### config.mk
export PLATFORM = sky130hd
export DESIGN_NAME = uart_rx_core_flat
export DESIGN_NICKNAME = d
export VERILOG_FILES = /design/src/rtl/uart_rx_core_if.sv /design/src/rtl/uart_rx_core.sv /design/src/flat_wrapper.sv
export SDC_FILE = /design/constraint.sdc
export NUM_CORES = 1
export LEC_CHECK = 0
export ABC_AREA = 1
export BUFFER_PORTS_ARGS = -buffer_cell sky130_fd_sc_hd__clkbuf_2
export CORE_MARGIN = 4
export CORE_UTILIZATION = 40
export DETAILED_ROUTE_END_ITERATION = 10
export GPL_TIMING_DRIVEN = 0
export PLACE_DENSITY_LB_ADDON = 0.15
export SETUP_SLACK_MARGIN = 0.02
export SYNTH_ARGS = -nofsm -noshare
export SYNTH_HDL_FRONTEND = slang
export SYNTH_SLANG_ARGS = --single-unit
export TNS_END_PERCENT = 5
### constraint.sdc
create_clock -name clk -period 1.75 [get_ports clk]
set_clock_uncertainty 0.05 [all_clocks]
set_input_delay 0.0875 -clock clk [delete_from_list [all_inputs] [get_ports clk]]
set_output_delay 0.0875 -clock clk [all_outputs]
set_load 0.005 [all_outputs]
### src/rtl/uart_rx_core_if.sv
// Receive-side handshake bundle of the UART receiver.
// The receiver drives the master side; the register/FIFO consumer drives the slave side.
interface uart_rx_core_if #(
    parameter int DATA_BITS = 8
);
    logic                 rx_ready;
    logic [DATA_BITS-1:0] rx_data;
    logic                 rx_valid;
    logic                 frame_err;
    logic                 overrun_err;
    logic                 busy;

    modport master (
        input  rx_ready,
        output rx_data,
        output rx_valid,
        output frame_err,
        output overrun_err,
        output busy
    );

    modport slave (
        output rx_ready,
        input  rx_data,
        input  rx_valid,
        input  frame_err,
        input  overrun_err,
        input  busy
    );
endinterface

### src/rtl/uart_rx_core.sv
// 8N1 UART receiver: 16x oversampling, 2-of-3 majority bit decision, and a
// valid/ready holding register with framing and overrun error pulses.
module uart_rx_core #(
    parameter int CLK_DIV   = 27,
    parameter int DATA_BITS = 8
) (
    input  logic            clk,
    input  logic            reset,
    input  logic            rx,
    input  logic            scan_in0,
    input  logic            scan_enable,
    input  logic            test_mode,
    output logic            scan_out0,
    uart_rx_core_if.master  bus
);

    typedef enum logic [2:0] {
        IDLE  = 3'd0,
        START = 3'd1,
        DATA  = 3'd2,
        STOP  = 3'd3,
        BREAK = 3'd4
    } state_e;

    localparam logic [15:0] DIV_LAST = 16'(CLK_DIV - 1);
    localparam logic [2:0]  BIT_LAST = 3'(DATA_BITS - 1);

    function automatic logic majority3(input logic a, input logic b, input logic c);
        return (a & b) | (a & c) | (b & c);
    endfunction

    state_e               state_q, state_d;
    logic                 rx_meta_q, rx_meta_d;
    logic                 rx_sync_q, rx_sync_d;
    logic [15:0]          div_cnt_q, div_cnt_d;
    logic [3:0]           s_cnt_q, s_cnt_d;
    logic [2:0]           bit_cnt_q, bit_cnt_d;
    logic [1:0]           samp_q, samp_d;
    logic [DATA_BITS-1:0] shift_q, shift_d;
    logic [DATA_BITS-1:0] rx_data_q, rx_data_d;
    logic                 rx_valid_q, rx_valid_d;
    logic                 frame_err_q, frame_err_d;
    logic                 overrun_err_q, overrun_err_d;
    logic                 busy_q, busy_d;

    logic rx_s;
    logic tick_s;
    logic decide_s;
    logic end_bit_s;
    logic bit_s;
    logic deliver_s;
    logic ferr_s;
    logic unused_scan_s;

    assign rx_s          = rx_sync_q;
    assign scan_out0     = 1'b0;
    assign unused_scan_s = ^{scan_in0, scan_enable, test_mode};

    // Oversample timing strobes and the majority-voted bit value
    always_comb begin
        tick_s    = (state_q != IDLE) && (div_cnt_q == DIV_LAST);
        decide_s  = tick_s && (s_cnt_q == 4'd8);
        end_bit_s = tick_s && (s_cnt_q == 4'd15);
        bit_s     = majority3(samp_q[0], samp_q[1], rx_s);
    end

    // Synchronizer, tick divider, sample index and frame FSM next state
    always_comb begin
        rx_meta_d = rx;
        rx_sync_d = rx_meta_q;
        state_d   = state_q;
        div_cnt_d = div_cnt_q;
        s_cnt_d   = s_cnt_q;
        bit_cnt_d = bit_cnt_q;
        samp_d    = samp_q;
        shift_d   = shift_q;
        deliver_s = 1'b0;
        ferr_s    = 1'b0;

        if (state_q == IDLE) begin
            div_cnt_d = 16'd0;
        end else if (tick_s) begin
            div_cnt_d = 16'd0;
        end else begin
            div_cnt_d = div_cnt_q + 16'd1;
        end

        // The s=8 sample is taken directly from rx_s in the decision cycle
        if (tick_s) begin
            s_cnt_d = s_cnt_q + 4'd1;
            if (s_cnt_q == 4'd6) begin
                samp_d[0] = rx_s;
            end else if (s_cnt_q == 4'd7) begin
                samp_d[1] = rx_s;
            end else begin
                samp_d = samp_q;
            end
        end else begin
            s_cnt_d = s_cnt_q;
        end

        case (state_q)
            IDLE: begin
                if (!rx_s) begin
                    state_d = START;
                    s_cnt_d = 4'd0;
                end else begin
                    state_d = IDLE;
                end
            end
            START: begin
                if (decide_s && bit_s) begin
                    state_d = IDLE;
                end else if (end_bit_s) begin
                    state_d   = DATA;
                    bit_cnt_d = 3'd0;
                end else begin
                    state_d = START;
                end
            end
            DATA: begin
                if (decide_s) begin
                    shift_d = {bit_s, shift_q[DATA_BITS-1:1]};
                end else begin
                    shift_d = shift_q;
                end
                if (end_bit_s) begin
                    if (bit_cnt_q == BIT_LAST) begin
                        state_d   = STOP;
                        bit_cnt_d = 3'd0;
                    end else begin
                        bit_cnt_d = bit_cnt_q + 3'd1;
                    end
                end else begin
                    state_d = DATA;
                end
            end
            STOP: begin
                if (decide_s) begin
                    if (bit_s) begin
                        deliver_s = 1'b1;
                        state_d   = IDLE;
                    end else begin
                        ferr_s  = 1'b1;
                        state_d = BREAK;
                    end
                end else begin
                    state_d = STOP;
                end
            end
            BREAK: begin
                if (rx_s) begin
                    state_d = IDLE;
                end else begin
                    state_d = BREAK;
                end
            end
            default: begin
                state_d = IDLE;
            end
        endcase
    end

    // Holding register, handshake and error pulses
    always_comb begin
        rx_data_d     = rx_data_q;
        rx_valid_d    = rx_valid_q;
        frame_err_d   = ferr_s;
        overrun_err_d = 1'b0;
        busy_d        = (state_d != IDLE);

        // A full register being drained this cycle can take the new byte at once
        if (deliver_s) begin
            if (!rx_valid_q || bus.rx_ready) begin
                rx_data_d  = shift_q;
                rx_valid_d = 1'b1;
            end else begin
                overrun_err_d = 1'b1;
            end
        end else if (rx_valid_q && bus.rx_ready) begin
            rx_valid_d = 1'b0;
        end else begin
            rx_valid_d = rx_valid_q;
        end
    end

    // State register with synchronous reset
    always_ff @(posedge clk) begin
        if (reset) begin
            state_q       <= IDLE;
            rx_meta_q     <= 1'b1;
            rx_sync_q     <= 1'b1;
            div_cnt_q     <= 16'd0;
            s_cnt_q       <= 4'd0;
            bit_cnt_q     <= 3'd0;
            samp_q        <= 2'd0;
            shift_q       <= '0;
            rx_data_q     <= '0;
            rx_valid_q    <= 1'b0;
            frame_err_q   <= 1'b0;
            overrun_err_q <= 1'b0;
            busy_q        <= 1'b0;
        end else begin
            state_q       <= state_d;
            rx_meta_q     <= rx_meta_d;
            rx_sync_q     <= rx_sync_d;
            div_cnt_q     <= div_cnt_d;
            s_cnt_q       <= s_cnt_d;
            bit_cnt_q     <= bit_cnt_d;
            samp_q        <= samp_d;
            shift_q       <= shift_d;
            rx_data_q     <= rx_data_d;
            rx_valid_q    <= rx_valid_d;
            frame_err_q   <= frame_err_d;
            overrun_err_q <= overrun_err_d;
            busy_q        <= busy_d;
        end
    end

    assign bus.rx_data     = rx_data_q;
    assign bus.rx_valid    = rx_valid_q;
    assign bus.frame_err   = frame_err_q;
    assign bus.overrun_err = overrun_err_q;
    assign bus.busy        = busy_q;

endmodule

### src/flat_wrapper.sv
// flat-port wrapper written by rule: the top's interface ports become plain ports
module uart_rx_core_flat 
#(
    parameter int CLK_DIV   = 27,
    parameter int DATA_BITS = 8
)
  (clk, reset, rx, scan_in0, scan_enable, test_mode, scan_out0, bus_rx_ready, bus_rx_data, bus_rx_valid, bus_frame_err, bus_overrun_err, bus_busy);
  uart_rx_core_if #(.DATA_BITS(DATA_BITS)) bus_i ();
  input  logic clk;
  input  logic reset;
  input  logic rx;
  input  logic scan_in0;
  input  logic scan_enable;
  input  logic test_mode;
  output logic scan_out0;
  input wire logic [$bits(bus_i.rx_ready)-1:0] bus_rx_ready;
  output wire logic [$bits(bus_i.rx_data)-1:0] bus_rx_data;
  output wire logic [$bits(bus_i.rx_valid)-1:0] bus_rx_valid;
  output wire logic [$bits(bus_i.frame_err)-1:0] bus_frame_err;
  output wire logic [$bits(bus_i.overrun_err)-1:0] bus_overrun_err;
  output wire logic [$bits(bus_i.busy)-1:0] bus_busy;
  assign bus_i.rx_ready = bus_rx_ready;
  assign bus_rx_data = bus_i.rx_data;
  assign bus_rx_valid = bus_i.rx_valid;
  assign bus_frame_err = bus_i.frame_err;
  assign bus_overrun_err = bus_i.overrun_err;
  assign bus_busy = bus_i.busy;
  uart_rx_core #(.CLK_DIV(CLK_DIV), .DATA_BITS(DATA_BITS)) u_core (.clk(clk), .reset(reset), .rx(rx), .scan_in0(scan_in0), .scan_enable(scan_enable), .test_mode(test_mode), .scan_out0(scan_out0), .bus(bus_i));
endmodule
==> flow_summary.toml <==
[run_status]
status = "complete, no violations"

[critical_path]
crit_path_start_kind = "register"
cp.arrival_ns = 1.78
crit_path_cell_trace = "inv_2 > ha_4 > nand3_2 > nor2_4 > and2b_4 > nand3_4 > buf_6 > o21ai_1 > nor2_2"
endpoint = "u_core.shift_q[7]$_SDFFE_PP0P_"
rr_endpoint = "u_core.shift_q[7]$_SDFFE_PP0P_"
worst-setup-path-type = "reg2reg"
cp-end-kind = "register"
ff2ff_path_depth = 9
slowest_stage = "dfxtp_2"
r2r-start = "u_core.div_cnt_q[0]$_SDFF_PP0_"
slowest_delay_ns = 0.35
cp_max_fo = 8
r2r_slack_ns = 0.11
required_ns = 1.89
crit_start = "u_core.div_cnt_q[0]$_SDFF_PP0_"

[clocking]
clk_latency_ns = 0.31
clock-sinks = 50
numCtsBuffers = 5
root_buffer = "clkbuf_8"
clk_pin_slew_worst_paths_ns = 0.09
htreeDepth = 2
cts_buffer_depth = 2
cts_tree = "built"

[die]
fp.dieH_um = 86.5
rows = 28
core_area_um2 = 5960
io-pin-count = 20
die-area_um2 = 7490
initial_core_util_pct = 41.4
die_x_um = 86.5

[pwr]
power_leakage_uw = 0.00119
power_uw = 1940
powerDensity_nw_per_um2 = 660
max-vdd-ir-drop_mv = 0.294

[sta]
setup_viol = 0
report.final.slew_viol_count = 0
timing.final.hold_violations = 0
rsz0062_at_grt = "yes"
post-route-min-period_ns = 1.64
finalCritPeriodShare_pct = 93.7
fmax_mhz = 610

[placed_design]
place_hpwl_mm = 3.63
dpl.cell_count = 421
place.gp.congestion = 0.800
portBuffers = 14

[drt]
drtAntennaViolNets = 0
drt_wl_total_mm = 4.92
viasPerCell = 4.80
wl_per_cell_um = 11.2
num_vias = 2117
drc = 0
drtIter0Drc = 62
drt_pass1_iterations = 4

[global_routing]
grt_use_met3_pct = 3.23
antenna_found_initial = 0
grt-ovfl-total = 0
grt_pass1_wl_mm = 8.49
met1_usage_pct = 18.2
met2_usage_pct = 23.4
grt_pass1_vias = 1945
grt_busiest_layer = "met2"
grt_max_degree = 17
grtUsageTotal_pct = 14.1

[cells_and_area]
multi_input_area_um2 = 1350
num-nets-final = 379
n_fill_cell = 624
final_cells = 441
n_antenna_cell = 0
ff_latch_area_um2 = 1010
drive_above_1_share_pct = 27.9
synthToLayoutAreaGrowth_pct = 19.2

[min_path]
hold_class = "in2reg"
min_from = "reset"

[run]
maxCapViolations = 0

[yosys]
synth_edf_count = 0
ys.flop_type = "dfxtp_1"
yosys_register_bits = 50
synth_area_um2 = 2470
synth_cell_type_count = 40
seq_area_frac_synth_pct = 40.6
syn_inst = 332
async_flop_share_pct = 0
syn_area_per_cell_um2 = 7.43
yosys_warnings = 0
syn-num-nets = 346
stage by stage:
step | cell area, um2 | TNS, ns | utilization [%] | worst slack [ns] | hold WS, ns
3_5_place_dp | 2630 | -2.04 | 44.2 | -0.205 | 0.229
2_1_floorplan | 2470 | 0 | - | 0.177 | 0.141
5_1_grt | 2940 | -0.00185 | 49.4 | -0.00185 | 0.144
6_report | 2940 | 0 | 49.4 | 0.111 | 0.115
4_1_cts | 2770 | -0.000752 | 46.6 | -0.000752 | 0.112
3_3_place_gp | 2630 | -1.80 | 44.2 | -0.180 | 0.224
final cells by class:
class	count	share of cell area [%]
Clock buffer	6	2.81
Tap cell	75	3.19
Multi-Input combinational cell	228	45.7
Inverter	47	6.00
Timing Repair Buffer	26	5.87
Buffer	7	1.36
Clock inverter	2	0.596
Sequential cell	50	34.4
how the worst min path moves through the flow:
stage / to / cells after the start
floorplan: u_core.rx_meta_q$_SDFF_PP1_ / 1
global placement: u_core.rx_meta_q$_SDFF_PP1_ / 2
detailed placement: u_core.rx_meta_q$_SDFF_PP1_ / 2
CTS: u_core.bit_cnt_q[2]$_SDFFE_PP0P_ / 2
global route: u_core.shift_q[7]$_SDFFE_PP0P_ / 2
finish: u_core.bit_cnt_q[2]$_SDFFE_PP0P_ / 2
state kept, by name, indices dropped and copies added (netlist names), 2 cells and up:
| signal | cells |
|---|---|
| u_core.div_cnt_q | 16 |
| u_core.bus.rx_data | 8 |
| u_core.s_cnt_q | 4 |
| u_core.state_q | 3 |
| u_core.shift_q | 8 |
| u_core.bit_cnt_q | 3 |
| u_core.samp_q | 2 |
cell usage after synthesis, drive strengths merged, types with 2 or more instances:
master	instances	share of area, %
nor2	71	15
nand2	52	8.3
dfxtp	50	41
inv	46	7.0
nand3	17	4.0
o21ai	17	3.4
a21oi	15	3.0
nor3	15	3.0
nand4	12	3.7
ha	7	3.6
buf	6	1.5
nor3b	4	1.4
or2	3	0.76
xor2	3	1.1
a31oi	2	0.51
placed cells by master (no fill, tap or decap), drive strengths merged, types with 2 or more instances in the layout:
cell type,n
nor2,71
nand2,52
dfxtp,50
inv,46
clkbuf,21
nand3,17
o21ai,17
buf,17
a21oi,15
nor3,15
nand4,12
ha,7
nor3b,4
xor2,3
or2,3
clkinv,3
a31oi,2
worst max-delay path, delay by kind of cell (launching register included):
kind	cells	cell delay [ns]
fa+ha+maj	1	0.15
compound gates	1	0.14
simple gates	5	0.60
flops	1	0.35
buf+inv	2	0.24
layer usage:
metal / vias to the layer above / wire length (um)
li1: 1127 / -
met1: 967 / 2430
met2: 17 / 2290
met3: 6 / 122
met4: 0 / 71
met5: - / 0
where the power goes:
part           leakage, uW  total, uW  internal, uW  switching (uW)
clock network    0.0000514        726           326             400
logic             0.000728       66.9          24.2            42.7
registers         0.000408       1150          1140            4.00
total              0.00119       1940          1490             447
kinds of logic (layout without fill, tap and decap cells):
family | after synthesis | in the layout | synth area share, %
flops | 50 | 50 | 40.6
compound gates | 38 | 38 | 8.42
fa+ha+maj | 7 | 7 | 3.55
buf+inv | 54 | 88 | 8.78
xor+xnor | 4 | 4 | 1.42
simple gates | 178 | 178 | 37.1
other cells | 1 | 1 | 0.152
what timing repair did:
item,in CTS,in global routing
pin swaps,4,6
gates resized for setup,9,27
cloned,0,1
hold buffers,1,0
endpoints found under the setup margin,27,36
setup buffers,0,10
hold endpoints to repair,1,0
Note: power is estimated with default switching activity, not from simulation.
